File: config.mk
export PLATFORM = sky130hd
export DESIGN_NAME = game_timer_ctrl
export DESIGN_NICKNAME = d
export VERILOG_FILES = /design/src/rtl/pong_pkg.sv /design/src/rtl/game_timer_ctrl_btn_edge.sv /design/src/rtl/game_timer_ctrl.sv
export SDC_FILE = /design/constraint.sdc
export NUM_CORES = 1
export LEC_CHECK = 0
export CAP_MARGIN = 20
export CORE_MARGIN = 2
export CORE_UTILIZATION = 40
export CTS_CLUSTER_SIZE = 16
export DETAILED_ROUTE_END_ITERATION = 10
export DONT_BUFFER_PORTS = 1
export SLEW_MARGIN = 40
export SYNTH_ARGS = -nofsm -noshare
export SYNTH_HDL_FRONTEND = slang
export SYNTH_SLANG_ARGS = --single-unit
File: constraint.sdc
create_clock -name clk -period 3 [get_ports clk]
set_input_delay 0.3 -clock clk [delete_from_list [all_inputs] [get_ports clk]]
set_output_delay 0.3 -clock clk [all_outputs]
set_load 0.02 [all_outputs]
File: src/rtl/pong_pkg.sv
`default_nettype none
// ============================================================================
//  Module   : pong_pkg
//  Purpose  : Shared state encoding and saturating step helpers for the
//             match timer.
//  Revision : 1.0 - initial release
// ============================================================================
package pong_pkg;

  // Timer state codes, shared with display/decoder logic elsewhere in the game
  localparam logic [1:0] STATE_SET   = 2'd0;
  localparam logic [1:0] STATE_RUN   = 2'd1;
  localparam logic [1:0] STATE_PAUSE = 2'd2;
  localparam logic [1:0] STATE_DONE  = 2'd3;

  typedef enum logic [1:0] {
    ST_SET   = STATE_SET,
    ST_RUN   = STATE_RUN,
    ST_PAUSE = STATE_PAUSE,
    ST_DONE  = STATE_DONE
  } game_state_t;

  // Add a step and clamp to the upper bound; 9-bit sum so nothing wraps
  function automatic logic [7:0] step_up(input logic [7:0] cur,
                                         input logic [8:0] step,
                                         input logic [8:0] hi);
    logic [8:0] sum;
    sum = {1'b0, cur} + step;
    if (sum > hi) begin
      return hi[7:0];
    end
    return sum[7:0];
  endfunction

  // Remove a step and clamp to the lower bound; compare first so nothing wraps
  function automatic logic [7:0] step_down(input logic [7:0] cur,
                                           input logic [8:0] step,
                                           input logic [8:0] lo);
    logic [8:0] diff;
    diff = {1'b0, cur} - step;
    if ({1'b0, cur} < (lo + step)) begin
      return lo[7:0];
    end
    return diff[7:0];
  endfunction

endpackage : pong_pkg
`default_nettype wire

File: src/rtl/game_timer_ctrl_btn_edge.sv
`default_nettype none
// ============================================================================
//  Module   : btn_edge
//  Purpose  : Rising-edge detector for one debounced, clk-synchronous button.
//             History resets to 1 so a button held through reset is silent.
//  Revision : 1.0 - initial release
// ============================================================================
module btn_edge (
  input  logic clk,
  input  logic rst_n,
  input  logic i_btn,
  output logic o_rise
);

  logic r_prev;

  // Remember last cycle's level; reset high to suppress a spurious edge
  always_ff @(posedge clk or negedge rst_n) begin
    if (!rst_n) begin
      r_prev <= 1'b1;
    end else begin
      r_prev <= i_btn;
    end
  end

  assign o_rise = i_btn & ~r_prev;

endmodule : btn_edge
`default_nettype wire

File: src/rtl/game_timer_ctrl.sv
`default_nettype none
// ============================================================================
//  Module   : game_timer_ctrl
//  Purpose  : Match timer for the pong game: select match length with up/down,
//             start a countdown clocked by a CLK_HZ prescaler, flag time-up.
//  Config   : define GAME_TIMER_PAUSE_EN to let start toggle RUN <-> PAUSE.
//  Revision : 1.0 - initial release
// ============================================================================
module game_timer_ctrl
  import pong_pkg::*;
#(
  parameter int CLK_HZ = 25000000,
  parameter int STEP_S = 15,
  parameter int MIN_S  = 30,
  parameter int MAX_S  = 240,
  parameter int INIT_S = 60
) (
  input  logic       clk,
  input  logic       rst_n,
  input  logic       btn_up,
  input  logic       btn_down,
  input  logic       btn_start,
  output logic [7:0] max_time,
  output logic [7:0] time_left,
  output logic [1:0] state,
  output logic       game_run,
  output logic       time_up
);

  localparam int             PW           = (CLK_HZ > 1) ? $clog2(CLK_HZ) : 1;
  localparam logic [PW-1:0]  c_PRESC_LAST = PW'(CLK_HZ - 1);
  localparam logic [8:0]     c_STEP       = 9'(STEP_S);
  localparam logic [8:0]     c_MIN        = 9'(MIN_S);
  localparam logic [8:0]     c_MAX        = 9'(MAX_S);
  localparam logic [7:0]     c_INIT       = 8'(INIT_S);

  game_state_t   r_state,     w_state_nxt;
  logic [7:0]    r_max_time,  w_max_nxt;
  logic [7:0]    r_time_left, w_left_nxt;
  logic [PW-1:0] r_presc,     w_presc_nxt;
  logic          r_time_up,   w_time_up_nxt;
  logic          r_game_run;

  logic w_up_rise;
  logic w_down_rise;
  logic w_start_rise;
  logic w_tick;
  logic w_pause_req;

  btn_edge u_edge_up (
    .clk    (clk),
    .rst_n  (rst_n),
    .i_btn  (btn_up),
    .o_rise (w_up_rise)
  );

  btn_edge u_edge_down (
    .clk    (clk),
    .rst_n  (rst_n),
    .i_btn  (btn_down),
    .o_rise (w_down_rise)
  );

  btn_edge u_edge_start (
    .clk    (clk),
    .rst_n  (rst_n),
    .i_btn  (btn_start),
    .o_rise (w_start_rise)
  );

  // One-second tick, only meaningful while the match is running
  assign w_tick = (r_state == ST_RUN) && (r_presc == c_PRESC_LAST);

`ifdef GAME_TIMER_PAUSE_EN
  assign w_pause_req = w_start_rise;
`else
  assign w_pause_req = 1'b0;
`endif

  // Next-state and next-value logic for the timer FSM and its datapath
  always_comb begin
    w_state_nxt   = r_state;
    w_max_nxt     = r_max_time;
    w_left_nxt    = r_time_left;
    w_presc_nxt   = r_presc;
    w_time_up_nxt = 1'b0;
    case (r_state)
      ST_SET: begin
        if (w_start_rise) begin
          w_state_nxt = ST_RUN;
          w_left_nxt  = r_max_time;
          w_presc_nxt = '0;
        end else if (w_up_rise && !w_down_rise) begin
          w_max_nxt = step_up(r_max_time, c_STEP, c_MAX);
        end else if (w_down_rise && !w_up_rise) begin
          w_max_nxt = step_down(r_max_time, c_STEP, c_MIN);
        end
      end
      ST_RUN: begin
        // Pause wins over a coincident tick; prescaler is held as-is
        if (w_pause_req) begin
          w_state_nxt = ST_PAUSE;
        end else if (w_tick) begin
          w_presc_nxt = '0;
          if (r_time_left > 8'd1) begin
            w_left_nxt = r_time_left - 8'd1;
          end else begin
            w_left_nxt    = 8'd0;
            w_state_nxt   = ST_DONE;
            w_time_up_nxt = 1'b1;
          end
        end else begin
          w_presc_nxt = r_presc + PW'(1);
        end
      end
      ST_PAUSE: begin
        if (w_pause_req) begin
          w_state_nxt = ST_RUN;
        end
      end
      ST_DONE: begin
        w_left_nxt = 8'd0;
        if (w_start_rise) begin
          w_state_nxt = ST_SET;
        end
      end
      default: begin
        w_state_nxt = ST_SET;
      end
    endcase
  end

  // State and datapath registers; outputs come straight from these
  always_ff @(posedge clk or negedge rst_n) begin
    if (!rst_n) begin
      r_state     <= ST_SET;
      r_max_time  <= c_INIT;
      r_time_left <= 8'd0;
      r_presc     <= '0;
      r_time_up   <= 1'b0;
      r_game_run  <= 1'b0;
    end else begin
      r_state     <= w_state_nxt;
      r_max_time  <= w_max_nxt;
      r_time_left <= w_left_nxt;
      r_presc     <= w_presc_nxt;
      r_time_up   <= w_time_up_nxt;
      r_game_run  <= (w_state_nxt == ST_RUN);
    end
  end

  assign max_time  = r_max_time;
  assign time_left = r_time_left;
  assign state     = r_state;
  assign game_run  = r_game_run;
  assign time_up   = r_time_up;

endmodule : game_timer_ctrl
`default_nettype wire

==> metrics.md, run 1 <==
| Metric | Value |
|---|---|
| Synth Register Bits | 48 |
| Gate power share | 32.2% |
| Worst VDD drop | 0.217 mV |
| Reg2Reg Depth | 8 |
| Critical Path AT | 2.83 ns |
| Post-CTS setup buffers | 0 |
| Vias in the first global route | 2519 |
| Initial DRC count | 128 |
| Synth unique cells | 67 |
| Main flop type after synthesis | dfrtp_1 |
| CTS Sinks | 48 |
| Synth Area per Inst | 8.96 um2 |
| Die height | 90.8 um |
| First-pass DRT Iterations | 4 |
| Aggregate global routing overflow | 0 |
| Psw | 1.08 mW |
| Largest net degree at the start of global routing | 49 |
| Worst skew pair latency | 0.30 ns |
| Final worst path period share | 86.9% |
| CTS Root Cell | clkbuf_8 |
| Post-synth EDFFs | 0 |
| Vias | 2573 |
| Routed Antenna Nets | 0 |
| Adder-Cell Fraction of Synth Area | 2.91% |
| Synth-to-Final Area Change | 7.85% |
| H-tree depth | 2 |
| Port Buffer Count | 0 |
| Final Hold Vio Count | 0 |
| Final #Nets | 347 |
| Total core area | 7250 um2 |
| Placer Congestion | 0.833 |
| RSZ-0062 raised after global routing | false |
| Die Width | 90.8 um |
| Fmax | 0.384 GHz |
| Crit path required time | 3.22 ns |
| Detailed Place HPWL | 5.00 mm |
| Post-layout util | 44.8% |
| Clock power share | 20.1% |
| Max-cap viol count | 0 |
| Main combinational cell family by area after synthesis | simple AND/OR/NAND/NOR gates |
| Area leader, netlist | dfrtp_1 |
| Reg2Reg Setup Slack | 0.39 ns |
| Fillers | 735 |
| Final Critical Period | 2.61 ns |
| CP endpoint kind | flop |
| Synth top area share | 34.1% |
| Worst Tran Pin Value | 0.744 ns |
| Seq pwr share | 47.7% |
| Multi-input logic area | 1650 um2 |
| Via density | 5.91 |
| Worst Setup SP | max_time[1] |
| Resize count post-CTS | 0 |
| Number of buffers created by CTS | 5 |
| Setup violators final | 0 |
| Compound-Gate Fraction of Synth Area | 23.1% |
| Layout cells sized above 1 | 11.6% |
| GRT Resource Usage Total | 18.6% |
| Overall routed net length | 7.25 mm |
| Max Slew Vio Count | 0 |
| Hold crit path type | input pin to flop |
| Power per cell area | 770 nW/um2 |
| First-pass GRT wire length | 12.7 mm |
| Initial core utilization | 41.5% |
| Clock Skew | 0.00994 ns |
| Synthesis warning total | 0 |
| Worst r2r src | max_time[1] |
| Post-route DRC violation count | 0 |
| I/O Pins | 25 |
| TNS Setup | 0 ns |
| Worst setup path end | max_time[6] |
| Syn Nets | 348 |
| Max_slew headroom | 49.9% |
| Clock Tree Buf Depth | 2 |
| Critical path class | flop to flop |
| Storage cell area | 1210 um2 |
| Seq/Total Area, Yosys | 40.2% |
| Switching Share | 43.3% |
| CP startpoint kind | flop |
| Synth top cells by count | 41 x dfrtp_1, 36 x o21ai_0, 32 x nand2_1 |
| Mapped Area | 3010 um2 |
| Leakage | 1.27 nW |
| Asr flop ratio synth | 100% |
| # diodes | 0 |
| Crit-path max FO | 7 |
| CTS tree | yes |
| Count leader, synth | dfrtp_1 |
| WL/cell | 16.7 um |
| Die area | 8240 um2 |
| Row Count | 31 |
| Mux contribution to synthesized area | 0.665% |
| Initial antenna violation count | 0 |
| Internal power | 1.42 mW |
| Reg2reg end | max_time[6] |
| XOR/XNOR share of the synthesized area | 3.49% |
| Synth Instances | 336 |
| Ranking of synthesized cells by area | dfrtp_1 34%, dfstp_2 6.1%, o21ai_0 6.0%, nand2_1 4.0%, nor2_1 3.6% |
| Simple-Gate Fraction of Synth Area | 24.4% |
| Outcome | complete, no violations |
| Clk slew on worst S/H paths | 0.09 ns |
## layer usage
metal  wire, um  global-route usage (%)  part of all wire (%)  vias up
met2       3560                    31.5                    49       58
met3        268                    3.42                   3.7       10
met1       3340                    24.4                    46     1250
met4         86                    4.80                   1.2        0
li1           -                       -                     -     1255
met5          0                       0                     0        -
## layout make-up
type	count	area share (%)
Sequential cell	48	37.2
Tap cell	99	3.81
Timing Repair Buffer	9	3.00
Clock inverter	2	1.19
Clock buffer	6	2.54
Inverter	11	1.27
Multi-Input combinational cell	260	50.9
## worst min path at each step
| stage | from | to | slack, ns | cells after the start |
|---|---|---|---|---|
| 6_report | btn_start | state[0] | 0.30 | 2 |
| 5_1_grt | btn_start | state[0] | 0.31 | 2 |
| 3_5_place_dp | rst_n | max_time[0] | 0.006 | 0 |
| 2_1_floorplan | rst_n | game_run | 0.004 | 0 |
| 4_1_cts | btn_start | state[0] | 0.31 | 2 |
| 3_3_place_gp | rst_n | max_time[0] | 0.006 | 0 |
## cell usage in the layout, fill, tap and decap left out, types with 10 or more instances in the layout
master	n
a31oi_1	14
nor2_1	29
nand2_1	32
inv_1	11
a21oi_1	11
nand4_1	10
o21ai_0	36
nand3_1	18
dfrtp_1	41
## worst max-delay path: stages, from the launching register on
cell and delay, ns:
dfrtp_1 0.53, inv_1 0.18, ha_1 0.29, or3b_4 0.43
or3_1 0.31, a311oi_1 0.26, o21ai_2 0.17, o21ai_2 0.17
a2bb2oi_1 0.19
## sequential cells by signal (all words and copies together), names as in the netlist
register / count
time_left: 8
state: 2
u_edge_start.r_prev: 1
game_run: 1
time_up: 1
u_edge_down.r_prev: 1
u_edge_up.r_prev: 1
r_presc: 25
max_time: 8
## timing repair
item	4_1_cts	5_1_grt
hold endpoints to repair	51	0
hold buffers	5	0
setup endpoints to repair	0	0
## power groups by stage
| stage | Clock [mW] | Sequential, mW | Combinational (mW) |
|---|---|---|---|
| 2_1_floorplan | 0 | 1.09 | 0.682 |
| 3_3_place_gp | 0 | 1.20 | 0.775 |
| 3_5_place_dp | 0 | 1.20 | 0.782 |
| 4_1_cts | 0.515 | 1.19 | 0.806 |
| 5_1_grt | 0.548 | 1.22 | 0.913 |
| 6_report | 0.503 | 1.19 | 0.805 |
## through the flow
step	hold WS (ns)	setup WS [ns]	std cells	area [um2]	total power, mW
2_1_floorplan	0.00441	0.670	336	3010	1.77
4_1_cts	0.306	0.405	435	3250	2.51
5_1_grt	0.310	0.252	435	3250	2.68
3_3_place_gp	0.00618	0.525	422	3050	1.97
6_report	0.304	0.393	435	3250	2.50
3_5_place_dp	0.00636	0.410	422	3060	1.98
## cell families (layout without fill, tap and decap cells)
| kind of cell | count (synthesis) | after routing |
|---|---|---|
| adder cells (fa/ha/maj) | 7 | 7 |
| multiplexers | 2 | 2 |
| buffers and inverters | 28 | 28 |
| AND/OR/NAND/NOR | 136 | 136 |
| AO/OA/AOI/OAI | 103 | 103 |
| XOR/XNOR | 12 | 12 |
| flip-flops | 48 | 48 |
Note: power is estimated with default switching activity, not from simulation.
==> run 2: changes to the inputs <==
- ABC_AREA: not set -> 1
- CORE_UTILIZATION: 40 -> 60
- PLACE_DENSITY: not set -> 0.76
- clock period: 3 -> 2.6 ns (I/O delays scaled with it)
==> metrics.md, run 2 <==
| Metric | Value |
|---|---|
| Outcome | complete, no violations |
| Gate power share | 37.4% (+5.2 points) |
| TNS Setup | 0 ns (unchanged) |
| Crit-path max FO | 7 (unchanged) |
| Main flop type after synthesis | dfrtp_1 |
| Die area | 5750 um2 (-30%) |
| CTS Sinks | 48 (unchanged) |
| Count leader, synth | nand2_1 |
| Most used cell, CP | nand2_1 |
| Most common cell after layout, fill and taps aside | nand2_1 |
| Critical Path AT | 2.26 ns (-0.57 ns) |
| Placer Congestion | 0.941 (+13%) |
| GRT Resource Usage Total | 25.8% (+7.2 points) |
| Synthesis warning total | 0 (unchanged) |
| Final Critical Period | 2.05 ns (-0.553 ns) |
| Max_slew headroom | 68.2% (+18 points) |
| First-pass DRT Iterations | 5 (+1) |
| Post-CTS setup buffers | 0 (unchanged) |
| Vias | 2737 (+6.4%) |
| Fillers | 438 (-40%) |
| Fmax | 0.487 GHz (+27%) |
| Routed Antenna Nets | 0 (unchanged) |
| Asr flop ratio synth | 100% (unchanged) |
| # diodes | 0 (unchanged) |
| H-tree depth | 2 (unchanged) |
| Min-Delay Endpoint | state[0] |
| Final Hold Vio Count | 0 (unchanged) |
| CP endpoint kind | flop |
| Switching Share | 46.6% (+3.3 points) |
| Area leader, netlist | dfrtp_1 |
| Clock Tree Buf Depth | 2 (unchanged) |
| Initial antenna violation count | 0 (unchanged) |
| Max FFs per register | 25 (unchanged) |
| Ranking of synthesized cells by area | dfrtp_1 33%, nand2_1 14%, inv_1 6.5%, dfstp_2 5.9%, nor2_1 5.2% |
| Synth top area share | 33.1% (-0.92 points) |
| Leading cell types in the layout, fill and taps excluded | 112 x nand2_1, 54 x inv_1, 43 x nor2_1 |
| Final #Nets | 442 (+27%) |
| Die Width | 75.8 um (-16%) |
| CTS tree | yes |
| CP Buf/Inv Count | 2 (+1) |
| Via density | 5.46 (-7.6%) |
| Worst VDD drop | 0.418 mV (+92%) |
| Hold crit path type | input pin to flop |
| Worst r2r src | max_time[0] |
| CTS Root Cell | clkbuf_8 |
| Storage cell area | 1210 um2 (unchanged) |
| Overall routed net length | 6.85 mm (-5.5%) |
| Port Buffer Count | 0 (unchanged) |
| Clock power share | 15.1% (-5.0 points) |
| Mapped Area | 3100 um2 (+2.8%) |
| Synth-to-Final Area Change | 7.11% |
| Hold-critical path depth | 5 (+3) |
| Max Slew Vio Count | 0 (unchanged) |
| Psw | 1.44 mW (+33%) |
| First-pass GRT wire length | 11.3 mm (-11%) |
| Worst Tran Pin Value | 0.476 ns (-0.268 ns) |
| CP startpoint kind | flop |
| Reg2Reg Depth | 12 (+4) |
| Leakage | 1.56 nW (+23%) |
| Synth Register Bits | 48 (unchanged) |
| Seq pwr share | 47.5% (-0.2 points) |
| Initial core utilization | 61.4% (+20 points) |
| Number of buffers created by CTS | 5 (unchanged) |
| Clk slew on worst S/H paths | 0.09 ns (about the same) |
| I/O Pins | 25 (unchanged) |
| Max stage delay on crit path | 0.58 ns (+0.05 ns) |
| Initial DRC count | 215 (+68%) |
| Die height | 75.8 um (-16%) |
| Reg2reg end | max_time[1] |
| Synth unique cells | 38 (-43%) |
| Aggregate global routing overflow | 0 (unchanged) |
| Crit-path slowest cell | dfrtp_1 |
| Critical path class | flop to flop |
| Synth Instances | 422 (+26%) |
| RSZ-0062 raised after global routing | false |
| Top reg by flops | r_presc |
| Clock Skew | 0.0110 ns (+0.00110 ns) |
| Power per cell area | 931 nW/um2 (+21%) |
| Detailed Place HPWL | 5.03 mm (+0.75%) |
| WL/cell | 13.7 um (-18%) |
| Synth top cells by count | 112 x nand2_1, 54 x inv_1, 43 x nor2_1 |
| CP top delay family | simple AND/OR/NAND/NOR gates |
| Max-cap viol count | 0 (unchanged) |
| Largest net degree at the start of global routing | 49 (unchanged) |
| CP Cell Sequence | inv_1 -> ha_1 -> inv_1 -> nand2_1 -> nand3_1 -> nor2_1 -> nor2_1 -> nand3_1 -> nand2_1 -> nand2_1 -> nand2_1 -> nand2_1 |
| Reg2Reg Setup Slack | 0.55 ns (+0.15 ns) |
| Layout cells sized above 1 | 9.51% (-2.1 points) |
| Syn Nets | 434 (+25%) |
| Multi-input logic area | 1630 um2 (-1.7%) |
| Total core area | 5040 um2 (-30%) |
| Internal power | 1.65 mW (+16%) |
| WHS | 0.297 ns (-0.00676 ns) |
| Crit path required time | 2.81 ns (-0.41 ns) |
| Row Count | 26 (-16%) |
| Worst skew pair latency | 0.31 ns (about the same) |
| Final worst path period share | 79.0% (-7.9 points) |
| Worst Min Path Start | btn_start |
| Post-synth EDFFs | 0 (unchanged) |
| Seq/Total Area, Yosys | 39.1% (-1.1 points) |
| Synth Area per Inst | 7.34 um2 (-18%) |
| Setup violators final | 0 (unchanged) |
| Post-route DRC violation count | 0 (unchanged) |
| Vias in the first global route | 2580 (+2.4%) |
run 2: cell count changes in the layout (fill, tap and decap cells not counted), moves of 6 or more:
cell / before / now
nand2_1: 32 / 112
nor3_1: 6 / 12
a22o_1: 8 / 0
o21ai_0: 36 / 22
nand3_1: 18 / 32
nor2_1: 29 / 43
inv_1: 11 / 54
a31oi_1: 14 / 4
run 2: cells by family (layout without fill, tap and decap cells):
| group | after synthesis | after routing | share of synthesized area [%] |
|---|---|---|---|
| DFF | 48 | 48 | 39.1 |
| adders and majority gates | 7 | 7 | 2.83 |
| xor gates and xnor gates | 18 | 18 | 5.09 |
| buffers and inverters | 63 | 72 | 8.37 |
| AOI/OAI and AO/OA | 53 | 53 | 9.74 |
| and+or+nand+nor | 233 | 233 | 34.9 |
run 2: per-layer routing:
layer  track usage (%)  share of wire (%)  vias to the layer above
met2              46.0                 50                      108
met5                 0                  0                        -
li1                  -                  -                     1383
met1              31.8                 42                     1230
met4              6.82                1.7                        0
met3              4.89                6.7                       16
run 2: area by class of cell:
cell class | instances | share of cell area (%)
well taps | 70 | 2.64
clock buffers | 7 | 2.60
repair buffers | 6 | 2.26
multi-input cells | 311 | 49.1
inverters | 58 | 6.72
flip-flops and latches | 48 | 36.5
clock inverters | 1 | 0.226
run 2: what timing repair did:
| action | CTS | global route |
|---|---|---|
| gates resized for setup | 0 | 0 |
| setup endpoints to repair | 0 | 0 |
| endpoints found under the hold margin | 51 | 0 |
| hold buffers | 5 | 0 |
run 2: tightest hold or removal path, stage by stage:
cell     delay [ns]
inv_1          0.07
nor2_4         0.05
inv_1          0.06
a21oi_1        0.08
inv_1          0.05
run 2: worst max-delay path by stage:
stage	from	endpoint	slack, ns	cells after the start
after floorplan	max_time[0]	max_time[1]	0.90	12
after global placement	max_time[0]	max_time[1]	0.59	12
after detailed placement	max_time[0]	max_time[1]	0.58	12
after CTS	max_time[0]	max_time[1]	0.57	12
after global routing	max_time[0]	max_time[1]	0.36	12
final	max_time[0]	max_time[1]	0.55	12
run 2: power by group through the flow:
stage	Combinational (mW)	Clock (mW)	Sequential, mW
after floorplan	0.939	0	1.37
after global placement	1.09	0	1.46
after detailed placement	1.12	0	1.46
after CTS	1.15	0.475	1.45
after global routing	1.32	0.503	1.50
final	1.16	0.466	1.47
run 2: metrics by stage:
stage	util (%)	cell area, um2	power [mW]	instances	worst slack [ns]
floorplan	-	3100	2.30	422	0.897
global placement	62.6	3150	2.55	488	0.589
detailed placement	62.6	3150	2.58	488	0.585
CTS	65.8	3320	3.08	501	0.573
global route	65.8	3320	3.33	501	0.358
finish	65.8	3320	3.09	501	0.546
==> run 3: changes to the inputs <==
- CORE_UTILIZATION: 60 -> 58
- clock period: 2.6 -> 1.85 ns (I/O delays scaled with it)
==> metrics.md, run 3 (same netlist as run 2, synthesis figures left out) <==
| Metric | Value |
|---|---|
| Largest net degree at the start of global routing | 49 (unchanged) |
| Initial core utilization | 60.2% (-1.2 points) |
| Outcome | complete, no violations |
| CTS Root Cell | clkbuf_8 |
| Leading cell types in the layout, fill and taps excluded | 110 x nand2_1, 53 x inv_1, 43 x nor2_1 |
| Worst r2r src | u_edge_down.r_prev |
| Final Critical Period | 1.78 ns (-0.269 ns) |
| I/O Pins | 25 (unchanged) |
| Layout cells sized above 1 | 16.6% (+7.1 points) |
| # diodes | 0 (unchanged) |
| RSZ-0062 raised after global routing | true |
| Final #Nets | 468 (+5.9%) |
| Final worst path period share | 96.5% (+17 points) |
| Detailed Place HPWL | 5.53 mm (+9.8%) |
| Fmax | 0.560 GHz (+15%) |
| Setup violators final | 0 (unchanged) |
| Routed Antenna Nets | 0 (unchanged) |
| Seq pwr share | 37.9% (-9.6 points) |
| Vias in the first global route | 2710 (+5.0%) |
| Via density | 5.39 (-1.3%) |
| Max FFs per register | 25 (unchanged) |
| Clock Tree Buf Depth | 2 (unchanged) |
| Max Slew Vio Count | 0 (unchanged) |
| Psw | 2.10 mW (+46%) |
| Crit-path max FO | 7 (unchanged) |
| Initial antenna violation count | 0 (unchanged) |
| Crit-path slowest cell | dfstp_2 |
| Post-route insts no fill | 527 (+5.2%) |
| Switching Share | 45.0% (-1.6 points) |
| Critical path class | flop to flop |
| Crit path required time | 2.09 ns (-0.72 ns) |
| Die area | 5940 um2 (+3.3%) |
| Final Hold Vio Count | 0 (unchanged) |
| Post-route DRC violation count | 0 (unchanged) |
| Max stage delay on crit path | 0.53 ns (-0.05 ns) |
| Max-cap viol count | 0 (unchanged) |
| WHS | 0.226 ns (-0.0708 ns) |
| Critical Path AT | 2.03 ns (-0.23 ns) |
| Aggregate global routing overflow | 0 (unchanged) |
| Max_slew headroom | 71.9% (+3.7 points) |
| CP Cell Sequence | inv_2 -> nand2_2 -> ha_4 -> nor4_4 -> inv_2 -> a21oi_2 -> o21ai_1 -> inv_1 -> nand2_1 -> nand2_1 |
| Power per cell area | 1300 nW/um2 (+40%) |
| Overall routed net length | 7.40 mm (+8.0%) |
| CTS Sinks | 48 (unchanged) |
| H-tree depth | 2 (unchanged) |
| Port Buffer Count | 0 (unchanged) |
| First-pass DRT Iterations | 4 (-1) |
| Dpl cells | 511 (+4.7%) |
| Worst skew pair latency | 0.31 ns (about the same) |
| Reg2reg end | max_time[1] |
| GRT Resource Usage Total | 25.9% (+0.11 points) |
| WL/cell | 14.0 um (+2.7%) |
| Vias | 2843 (+3.9%) |
| Worst Min Path Start | btn_start |
| Worst VDD drop | 0.641 mV (+53%) |
| Number of buffers created by CTS | 5 (unchanged) |
| Hold crit path type | input pin to flop |
| CP endpoint kind | flop |
| Placer Congestion | 0.931 (-1.0%) |
| Worst Tran Pin Value | 0.417 ns (-0.0598 ns) |
| Total core area | 5140 um2 (+1.9%) |
| Clock power share | 14.2% (-0.9 points) |
| Hold-critical path depth | 5 (unchanged) |
| Die height | 77.1 um (+1.6%) |
| Clock Skew | 0.0127 ns (+0.00167 ns) |
| First-pass GRT wire length | 12.3 mm (+8.8%) |
| Row Count | 26 (unchanged) |
| Most common cell after layout, fill and taps aside | nand2_1 |
| Synth-to-Final Area Change | 15.4% |
| Gate power share | 47.9% (+10 points) |
| Initial DRC count | 166 (-23%) |
| Reg2Reg Depth | 10 (-2) |
| Die Width | 77.1 um (+1.6%) |
| Clk slew on worst S/H paths | 0.09 ns (about the same) |
| Leakage | 1.69 nW (+8.2%) |
| Internal power | 2.56 mW (+55%) |
| Reg2Reg Setup Slack | 0.07 ns (-0.48 ns) |
| CTS tree | yes |
| Top reg by flops | r_presc |
| CP startpoint kind | flop |
| Min-Delay Endpoint | state[0] |
[run 3: worst max-delay path by stage]
stage | startpoint | end | depth (start not counted)
after global placement | u_edge_up.r_prev | max_time[1] | 9
after floorplan | max_time[0] | max_time[1] | 12
after CTS | u_edge_up.r_prev | max_time[1] | 9
after detailed placement | u_edge_up.r_prev | max_time[1] | 9
final | u_edge_down.r_prev | max_time[1] | 10
after global routing | u_edge_down.r_prev | max_time[1] | 10
[run 3: routing by layer]
metal | wire [um] | GRT usage [%]
met1 | 3160 | 31.9
met2 | 3830 | 45.7
met3 | 276 | 3.41
met4 | 131 | 10.7
met5 | 0 | 0
[run 3: layout make-up]
class / count / area, um2
clock buffer: 6 / 82.6
clock inverter: 2 / 15.0
fill: 456 / 1570
inverter: 58 / 223
multi-input combinational: 311 / 1670
sequential: 48 / 1210
tap: 70 / 87.6
timing repair buffer: 32 / 283
[run 3: worst max-delay path: cells and delay by family, from the launching register on]
kind / cells / cell delay, ns
AOI/OAI and AO/OA: 2 / 0.19
adders and majority gates: 1 / 0.21
buffers and inverters: 3 / 0.23
DFF: 1 / 0.53
and+or+nand+nor: 4 / 0.56
[run 3: power by group through the flow]
stage          logic (mW)  clock network (mW)  registers [mW]
6_report             2.23               0.659            1.77
3_3_place_gp         2.10                   0            1.76
5_1_grt              2.52               0.725            1.81
3_5_place_dp         2.15                   0            1.77
4_1_cts              2.19               0.688            1.76
2_1_floorplan        1.32                   0            1.92
[run 3: through the flow]
step           TNS [ns]  instance area (um2)  power [mW]  setup WS [ns]  utilization, %
2_1_floorplan         0                 3100        3.24          0.147               -
6_report              0                 3570        4.66         0.0651            69.5
3_5_place_dp    -0.0375                 3340        3.92        -0.0375            65.0
3_3_place_gp          0                 3340        3.86         0.0689            65.0
5_1_grt          -0.419                 3570        5.05        -0.0847            69.5
4_1_cts               0                 3500        4.63        0.00944            68.2
[run 3: what timing repair did]
item,4_1_cts,5_1_grt
hold buffers,5,0
endpoints found under the setup margin,1,11
pin swaps,1,5
gates resized for setup,0,15
setup buffers,0,3
gates cloned,0,0
hold endpoints to repair,51,0
==> edit: new RTL, flow settings as in run 1 <==
Set the parameter `CLK_HZ` to 100000000 (it was 25000000).
--- a/src/rtl/game_timer_ctrl.sv
+++ b/src/rtl/game_timer_ctrl.sv
@@ -9,7 +9,7 @@
 module game_timer_ctrl
   import pong_pkg::*;
 #(
-  parameter int CLK_HZ = 25000000,
+  parameter int CLK_HZ = 100000000,
   parameter int STEP_S = 15,
   parameter int MIN_S  = 30,
   parameter int MAX_S  = 240,
Check against the original RTL: same outputs for any inputs over 10 cycles, from zero or initial values and one cycle with rst_n low; that may be too few to reach the edited logic, so the function may still have changed.
==> edit against run 1 <==
- final area up 8.5%
- sequential share of layout area down 1.5 points
- non-clock buffer count up 4
- global-route usage up 0.52 points
- sequential cell count up 2
- wire length up 11%
- worst setup slack worse by 0.0081 ns
- synthesized cell count up 17%
- synthesized area up 8.6%
- sequential power up 6%
- power up 8.6%
- critical endpoint is now time_left[0]
- largest power group unchanged
==> edit: results <==
{
  "status": "finished, final reports clean",
  "worst_skew_pair.late_latency_ns": 0.32,
  "critPathArrivalTime_ns": 2.82,
  "r2r_start": "r_presc[0]",
  "crit_slowest_cell": "or4_1",
  "regMostFlops": "r_presc",
  "synth-compound-area-share_pct": 24.4,
  "antenna_found_initial": 0,
  "grt_use_met2_pct": 28.2,
  "wl_met3_um": 448,
  "cp_top_family": "simple AND/OR/NAND/NOR gates",
  "dr_total_vias": 2962,
  "routed-wl-met2_um": 3390,
  "yosys-top-cells-count": "dfrtp_1, nand2_1, nand3_1, nor2_1",
  "internal_power_w": 0.00144,
  "slew_viol_final": 0,
  "p_clk_share_pct": 15.7,
  "synthMuxAreaShare_pct": 1.30,
  "largest_register_ffs": 27,
  "drtIter0Drc": 188,
  "finish.net_count": 400,
  "cpPeakStageDelay_ns": 0.57,
  "grtUsageTotal_pct": 19.1,
  "maxSlewHeadroom_pct": 47.9,
  "routed.top_layer": "met4",
  "grt_pass1_wl_um": 13700,
  "r2r_cells": 6,
  "synthAdderAreaFrac_pct": 2.68,
  "drive_above_1_share_pct": 9.77,
  "grt_max_degree": 51,
  "placed_area_um2": 3360,
  "syn_nets": 406,
  "yosys-top-cells-area": "dfrtp_1, dfstp_2, nand2_1",
  "cts_setup_buffers": 0,
  "r2r-end": "time_left[0]",
  "hold_ws_ns": 0.216,
  "met1_length_um": 4140,
  "fin_skew_ns": 0.0122,
  "drt-total-wl_um": 8050,
  "cts_max_level": 2,
  "gp_congestion": 0.870,
  "synth_xor_xnor_area_share_pct": 1.07,
  "grt.met3_usage_pct": 4.07,
  "peakVddDrop_mv": 0.378,
  "leakage_nw": 1.37,
  "hpwl_um": 5590,
  "synth_cell_types": 59,
  "clock_path_buffers": 2,
  "portBuffers": 0,
  "holdPathEnd": "state[0]",
  "ctsRootBufferMaster": "clkbuf_8",
  "grt.met1_usage_pct": 28.6,
  "powerSeq_w": 0.00126,
  "fillers": 761,
  "seq_area_frac_synth_pct": 38.5,
  "grt_pass1_vias": 2735,
  "critPathMaxFanout": 8
}
edit: worst max-delay path by stage:
stage	from	to	slack, ns
final	r_presc[0]	time_left[0]	0.38
after global routing	r_presc[0]	time_left[0]	0.24
after CTS	r_presc[0]	r_presc[25]	0.38
after detailed placement	r_presc[0]	r_presc[25]	0.39
after global placement	r_presc[0]	r_presc[25]	0.45
after floorplan	max_time[0]	max_time[3]	0.68
edit: cell type report:
type                    instances  area (um2)  area share, %
clock buffers                   5        68.8           1.95
clock inverters                 3        25.0          0.710
inverters                      23        86.3           2.45
multi-input cells             295        1830           51.9
flip-flops and latches         50        1260           35.8
well taps                     102         128           3.62
repair buffers                 13         128           3.62
edit: through the flow:
stage               cells  setup slack, ns  power, W
finish                491            0.385   0.00272
global route          491            0.245   0.00293
CTS                   491            0.377   0.00272
detailed placement    478            0.387   0.00226
global placement      478            0.455   0.00226
floorplan             394            0.678   0.00200
